$ cat config.mk
export PLATFORM = sky130hd
export DESIGN_NAME = ps2_host_tx
export DESIGN_NICKNAME = d
export VERILOG_FILES = /design/src/rtl/ps2_host_tx.sv
export SDC_FILE = /design/constraint.sdc
export NUM_CORES = 1
export LEC_CHECK = 0
export CAP_MARGIN = 20
export CORE_MARGIN = 2
export CORE_UTILIZATION = 35
export DETAILED_ROUTE_END_ITERATION = 12
export DONT_BUFFER_PORTS = 1
export HOLD_SLACK_MARGIN = 0.15
export SYNTH_ARGS = -nofsm -noshare
export SYNTH_HDL_FRONTEND = slang
export SYNTH_SLANG_ARGS = --single-unit
$ cat constraint.sdc
create_clock -name clk25 -period 2.2 [get_ports clk25]
set_clock_uncertainty 0.15 [all_clocks]
set_input_delay 0.22 -clock clk25 [delete_from_list [all_inputs] [get_ports clk25]]
set_output_delay 0.22 -clock clk25 [all_outputs]
set_load 0.02 [all_outputs]
$ cat src/rtl/ps2_host_tx.sv
// PS/2 host-to-device transmitter: request-to-send, shifts data/parity/stop on device clocks,
// checks the device ACK and reports done/err. Lines are only ever pulled low via *_oe.
module ps2_host_tx #(
    parameter int unsigned INHIBIT_CYCLES = 2500,
    parameter int unsigned SETUP_CYCLES   = 25,
    parameter int unsigned TIMEOUT_CYCLES = 375000,
    parameter int unsigned FILTER_CYCLES  = 8
) (
    input  logic       clk25,
    input  logic       rst,
    input  logic       key_clk,
    input  logic       key_din,
    output logic       key_clk_oe,
    output logic       key_din_oe,
    input  logic [7:0] tx_data,
    input  logic       tx_start,
    output logic       busy,
    output logic       done,
    output logic       err
);

    localparam int unsigned CYC_MAX = (INHIBIT_CYCLES > SETUP_CYCLES) ? INHIBIT_CYCLES : SETUP_CYCLES;
    localparam int unsigned CYC_W   = $clog2(CYC_MAX + 1);
    localparam int unsigned TMO_W   = $clog2(TIMEOUT_CYCLES + 1);
    localparam int unsigned FLT_W   = $clog2(FILTER_CYCLES + 1);
    localparam int unsigned BIT_W   = 4;

    localparam logic [CYC_W-1:0] INHIBIT_LAST = CYC_W'(INHIBIT_CYCLES - 1);
    localparam logic [CYC_W-1:0] SETUP_LAST   = CYC_W'(SETUP_CYCLES - 1);
    localparam logic [TMO_W-1:0] TMO_LAST     = TMO_W'(TIMEOUT_CYCLES - 1);
    localparam logic [FLT_W-1:0] FLT_LAST     = FLT_W'(FILTER_CYCLES - 1);
    localparam logic [BIT_W-1:0] PARITY_IDX   = BIT_W'(8);
    localparam logic [BIT_W-1:0] STOP_IDX     = BIT_W'(9);

    typedef enum logic [2:0] {
        IDLE      = 3'd0,
        INHIBIT   = 3'd1,
        SETUP     = 3'd2,
        SHIFT     = 3'd3,
        ACK       = 3'd4,
        WAIT_IDLE = 3'd5
    } state_t;

    state_t state, state_d;

    logic [1:0]       clk_sync_q;
    logic [1:0]       din_sync_q;
    logic             clk_sync;
    logic             din_sync;
    logic             filt_clk;
    logic [FLT_W-1:0] filt_cnt;
    logic             fall;

    logic [7:0]       data_q;
    logic             par_q;
    logic [CYC_W-1:0] cyc_cnt;
    logic [BIT_W-1:0] bit_idx;
    logic [TMO_W-1:0] tmo_cnt;
    logic             ack_ok;

    logic             cyc_done;
    logic             tmo_hit;
    logic             line_idle;

    logic             clk_oe_d;
    logic             din_oe_d;
    logic             busy_d;
    logic             done_d;
    logic             err_d;

    assign clk_sync = clk_sync_q[1];
    assign din_sync = din_sync_q[1];

    // Two-flop synchronizers; lines idle high out of reset.
    always_ff @(posedge clk25) begin
        if (rst) begin
            clk_sync_q <= 2'b11;
            din_sync_q <= 2'b11;
        end else begin
            clk_sync_q <= {clk_sync_q[0], key_clk};
            din_sync_q <= {din_sync_q[0], key_din};
        end
    end

    // Glitch filter: follow the synchronized clock only after it holds a new level long enough.
    always_ff @(posedge clk25) begin
        if (rst) begin
            filt_clk <= 1'b1;
            filt_cnt <= '0;
            fall     <= 1'b0;
        end else begin
            fall <= filt_clk && !clk_sync && (filt_cnt == FLT_LAST);
            if (clk_sync != filt_clk) begin
                if (filt_cnt == FLT_LAST) begin
                    filt_clk <= clk_sync;
                    filt_cnt <= '0;
                end else begin
                    filt_cnt <= filt_cnt + FLT_W'(1);
                end
            end else begin
                filt_cnt <= '0;
            end
        end
    end

    assign cyc_done  = (cyc_cnt == ((state == INHIBIT) ? INHIBIT_LAST : SETUP_LAST));
    assign tmo_hit   = (tmo_cnt == TMO_LAST);
    assign line_idle = filt_clk && din_sync;

    // Byte latch, phase counters, bit index, timeout and ACK result.
    always_ff @(posedge clk25) begin
        if (rst) begin
            data_q  <= '0;
            par_q   <= 1'b0;
            cyc_cnt <= '0;
            bit_idx <= '0;
            tmo_cnt <= '0;
            ack_ok  <= 1'b0;
        end else begin
            if (state == IDLE && tx_start) begin
                data_q <= tx_data;
                par_q  <= ~^tx_data;
            end

            if ((state == INHIBIT || state == SETUP) && !cyc_done) begin
                cyc_cnt <= cyc_cnt + CYC_W'(1);
            end else begin
                cyc_cnt <= '0;
            end

            if (state != SHIFT) begin
                bit_idx <= '0;
            end else if (fall) begin
                bit_idx <= bit_idx + BIT_W'(1);
            end

            if ((state == SHIFT || state == ACK || state == WAIT_IDLE) && !fall) begin
                tmo_cnt <= tmo_cnt + TMO_W'(1);
            end else begin
                tmo_cnt <= '0;
            end

            if (state == ACK && fall) begin
                ack_ok <= !din_sync;
            end
        end
    end

    // State register.
    always_ff @(posedge clk25) begin
        if (rst) begin
            state <= IDLE;
        end else begin
            state <= state_d;
        end
    end

    // Next-state logic.
    always_comb begin
        state_d = state;
        case (state)
            IDLE:      if (tx_start) state_d = INHIBIT;
            INHIBIT:   if (cyc_done) state_d = SETUP;
            SETUP:     if (cyc_done) state_d = SHIFT;
            SHIFT: begin
                if (fall) begin
                    if (bit_idx == STOP_IDX) state_d = ACK;
                end else if (tmo_hit) begin
                    state_d = IDLE;
                end
            end
            ACK: begin
                if (fall)         state_d = WAIT_IDLE;
                else if (tmo_hit) state_d = IDLE;
            end
            WAIT_IDLE: begin
                if (line_idle || tmo_hit) state_d = IDLE;
            end
            default:   state_d = IDLE;
        endcase
    end

    // Output logic: next values of the registered pad enables and status flags.
    always_comb begin
        clk_oe_d = 1'b0;
        din_oe_d = key_din_oe;
        busy_d   = busy;
        done_d   = 1'b0;
        err_d    = 1'b0;
        case (state)
            IDLE: begin
                din_oe_d = 1'b0;
                clk_oe_d = tx_start;
                busy_d   = tx_start;
            end
            INHIBIT: begin
                clk_oe_d = 1'b1;
                din_oe_d = cyc_done;
            end
            SETUP: begin
                clk_oe_d = !cyc_done;
                din_oe_d = 1'b1;
            end
            SHIFT: begin
                if (fall) begin
                    if (bit_idx < PARITY_IDX)       din_oe_d = ~data_q[bit_idx[2:0]];
                    else if (bit_idx == PARITY_IDX) din_oe_d = ~par_q;
                    else                            din_oe_d = 1'b0;
                end else if (tmo_hit) begin
                    din_oe_d = 1'b0;
                    busy_d   = 1'b0;
                    err_d    = 1'b1;
                end
            end
            ACK: begin
                din_oe_d = 1'b0;
                if (!fall && tmo_hit) begin
                    busy_d = 1'b0;
                    err_d  = 1'b1;
                end
            end
            WAIT_IDLE: begin
                din_oe_d = 1'b0;
                if (line_idle) begin
                    busy_d = 1'b0;
                    done_d = ack_ok;
                    err_d  = !ack_ok;
                end else if (tmo_hit) begin
                    busy_d = 1'b0;
                    err_d  = 1'b1;
                end
            end
            default: begin
                din_oe_d = 1'b0;
                busy_d   = 1'b0;
            end
        endcase
    end

    // Registered outputs.
    always_ff @(posedge clk25) begin
        if (rst) begin
            key_clk_oe <= 1'b0;
            key_din_oe <= 1'b0;
            busy       <= 1'b0;
            done       <= 1'b0;
            err        <= 1'b0;
        end else begin
            key_clk_oe <= clk_oe_d;
            key_din_oe <= din_oe_d;
            busy       <= busy_d;
            done       <= done_d;
            err        <= err_d;
        end
    end

endmodule

==> run metrics <==
share of the yosys chip area belonging to registers=42.7%; post-layout power=3.02 mW; relative slew slack=33.4%; unrepaired setup endpoints after global routing=no; number of buffer cells added on primary ports=0; fraction of synthesis flops using an asynchronous set or reset pin=0%; measured slew at the worst slew-check pin=996 ps; clock transition at the registers of the reported paths=70 ps; routed wire length per instance=13.1 microns; number of flops mapped to enable cells by yosys=0; effective utilization at floorplan=35.9%; TritonCTS clock tree=done; power per unit of standard cell area=862 nW/um^2; number of levels the H-tree was split into=3; buffer levels on the longest clock path=2; Vert. Die Dim=95.9 microns; clk_lat worst skew=330 ps; vias post-DR=2407; Die X-Extent=95.9 microns; Endpoint, Worst Hold=data_q[0]; reg-to-reg slack, setup=140 ps; depth of the worst register-to-register path=7; post-synthesis cell area=2950 sq um; routed wire length=6180 microns; row count=33; average via count per standard cell=5.11; vias in the first global route=2262; timing-limited maximum frequency=485 MHz; initial antenna violation count=0; number of warning messages in the yosys log=0; post-synthesis area per instance=8.71 sq um; biggest fanout along the worst timing path=9; Hold WC Path Type=in2reg; prevailing post-synth register cell=sky130_fd_sc_hd__dfxtp_1; share of post-route cells with drive strength above 1=10.9%; pin count of the biggest net entering global routing=26; number of top-level design ports=18; final critical delay including setup and external delays=2060 ps; post-synth net total=359; crit start category=register; diode insertion count for antenna repair=0; # Post-CTS Setup Buffers=0; global-route wire length before repair=10400 microns; start-to-end type of the worst setup path=reg2reg; worst setup path start=state[0]; Clock Sinks=63; flip-flop and latch count after synthesis=63; final count of hold timing violations=0; # setup viols final=0; number of iterations in the first detailed-routing pass=4; library cell used as clock root buffer=sky130_fd_sc_hd__clkbuf_8; 1st-iter DRT viols=112; total track usage=14.5%; max-capacitance violation count=0; total CTS buffers=9; worst ir drop on vdd=0.383 mV; commonest cells after routing, fill and taps aside=sky130_fd_sc_hd__dfxtp_1, sky130_fd_sc_hd__nor2_1, sky130_fd_sc_hd__nand2_1; run status=complete, no violations; fin nets=381; worst hold path startpoint=tx_start; final worst-path cycle share=93.7%; Detail Route Antenna Nets=0; number of max-slew violations in the final report=0; Data required, critical path=2330 ps; area of the core region=8220 sq um; kind of end point of the critical path=register; full die area=9190 sq um; most common cell after layout, fill and taps aside=sky130_fd_sc_hd__dfxtp_1; Worst Path Arrival=2190 ps; Final GP Congestion=0.837; area grow syn2layout=18.7%; Hold Path Cell Cnt=4; Sum Neg Setup Slack=0 ps; DRC violation count after routing=0; FF-to-FF Start=state[0]; distinct cell type count after synthesis=49; DP HPWL=4240 microns; remaining global-route overflow=0; gate count after technology mapping=339; worst reg2reg endpoint=data_q[2]; static power due to leakage=1.23 nW
[worst max-delay path, cell delays in order, from the launching register on]
cell and delay, ps:
sky130_fd_sc_hd__dfxtp_1 380, sky130_fd_sc_hd__buf_4 190, sky130_fd_sc_hd__nor3_2 220, sky130_fd_sc_hd__and2_4 180, sky130_fd_sc_hd__buf_4 150, sky130_fd_sc_hd__nand2_1 60
sky130_fd_sc_hd__a21oi_1 100, sky130_fd_sc_hd__dlygate4sd3_1 560
[stage by stage]
stage	utilization [%]	setup slack (ps)	area, sq um	hold WS (ps)	std cells
after detailed placement	37.9	154	3110	151	441
after floorplan	-	145	2950	174	339
after global routing	42.7	15.0	3510	183	471
final	42.7	140	3510	181	471
after CTS	42.4	91.1	3480	159	470
after global placement	37.9	190	3110	149	441
[where the power goes]
part | switching (mW) | leakage (nW) | internal [mW] | total, mW
Clock | 0.425 | 0.123 | 0.763 | 1.19
Combinational | 0.286 | 0.594 | 0.235 | 0.521
Sequential | 0.0995 | 0.511 | 1.21 | 1.31
Total | 0.810 | 1.23 | 2.21 | 3.02
[layer usage]
layer / vias up / global-route usage, % / share of wire [%]
met1: 1132 / 18.7 / 47
li1: 1218 / - / -
met2: 47 / 22.8 / 46
met5: - / 0 / 0
met4: 0 / 5.71 / 1.4
met3: 10 / 4.31 / 4.7
[final cells by class]
cell class                 instances  area [sq um]
inverter                           8          30.0
sequential                        63          1260
timing repair buffer              25           223
tap                              105           131
clock buffer                      14           183
multi-input combinational        254          1620
clock inverter                     2          60.1
fill                             815          4710
[flip-flops by register name, indices dropped and copies added (netlist names), 2 cells and up]
| name | count |
|---|---|
| state | 3 |
| din_sync_q | 2 |
| clk_sync_q | 2 |
| cyc_cnt | 12 |
| tmo_cnt | 19 |
| bit_idx | 4 |
| data_q | 8 |
| filt_cnt | 4 |
[worst max-delay path by stage]
stage / slack, ps / cells after the start / end
after floorplan: 150 / 7 / state[1]
after global placement: 190 / 5 / state[1]
after detailed placement: 150 / 5 / state[1]
after CTS: 90 / 6 / data_q[2]
after global routing: 10 / 7 / data_q[2]
final: 140 / 7 / data_q[2]
[synth_stat cells, types with 2 or more instances]
cell | number | share of area, %
sky130_fd_sc_hd__xor2_1 | 20 | 5.9
sky130_fd_sc_hd__dfxtp_1 | 63 | 43
sky130_fd_sc_hd__and4_1 | 2 | 0.59
sky130_fd_sc_hd__nor4bb_1 | 2 | 0.68
sky130_fd_sc_hd__nand4b_1 | 2 | 0.59
sky130_fd_sc_hd__buf_2 | 3 | 0.51
sky130_fd_sc_hd__ha_1 | 7 | 3.0
sky130_fd_sc_hd__o211ai_1 | 2 | 0.51
sky130_fd_sc_hd__a211o_1 | 2 | 0.59
sky130_fd_sc_hd__a21oi_1 | 17 | 2.9
sky130_fd_sc_hd__nor3_1 | 7 | 1.2
sky130_fd_sc_hd__nand3b_1 | 2 | 0.51
sky130_fd_sc_hd__nor3b_1 | 3 | 0.76
sky130_fd_sc_hd__or2_2 | 5 | 1.1
sky130_fd_sc_hd__o311ai_0 | 2 | 0.59
sky130_fd_sc_hd__o21ai_0 | 5 | 0.85
sky130_fd_sc_hd__and2_1 | 3 | 0.64
sky130_fd_sc_hd__nand4_1 | 8 | 1.7
sky130_fd_sc_hd__mux2i_1 | 4 | 1.4
sky130_fd_sc_hd__nor4b_1 | 2 | 0.59
sky130_fd_sc_hd__clkbuf_1 | 11 | 1.4
sky130_fd_sc_hd__nor4_1 | 5 | 1.1
sky130_fd_sc_hd__and3_1 | 6 | 1.3
sky130_fd_sc_hd__nor2b_1 | 3 | 0.64
sky130_fd_sc_hd__nand2_1 | 36 | 4.6
sky130_fd_sc_hd__inv_1 | 8 | 1.0
sky130_fd_sc_hd__a31oi_1 | 2 | 0.42
sky130_fd_sc_hd__and3b_1 | 3 | 0.89
sky130_fd_sc_hd__nand3_1 | 16 | 2.7
sky130_fd_sc_hd__nor2_1 | 49 | 6.2
sky130_fd_sc_hd__xnor2_1 | 21 | 6.2
[timing repair]
item / 4_1_cts / 5_1_grt
endpoints found under the setup margin: 0 / 3
hold buffers: 13 / 1
gates resized for setup: 0 / 4
hold endpoints to repair: 33 / 9
[cell families after synthesis]
kind of cell	synth area share, %
buffers and inverters	2.92
adders and majority gates	2.97
muxes	2.12
DFF	42.7
AOI/OAI and AO/OA	9.49
and+or+nand+nor	27.6
xor gates and xnor gates	12.2
Note: power is estimated with default switching activity, not from simulation.
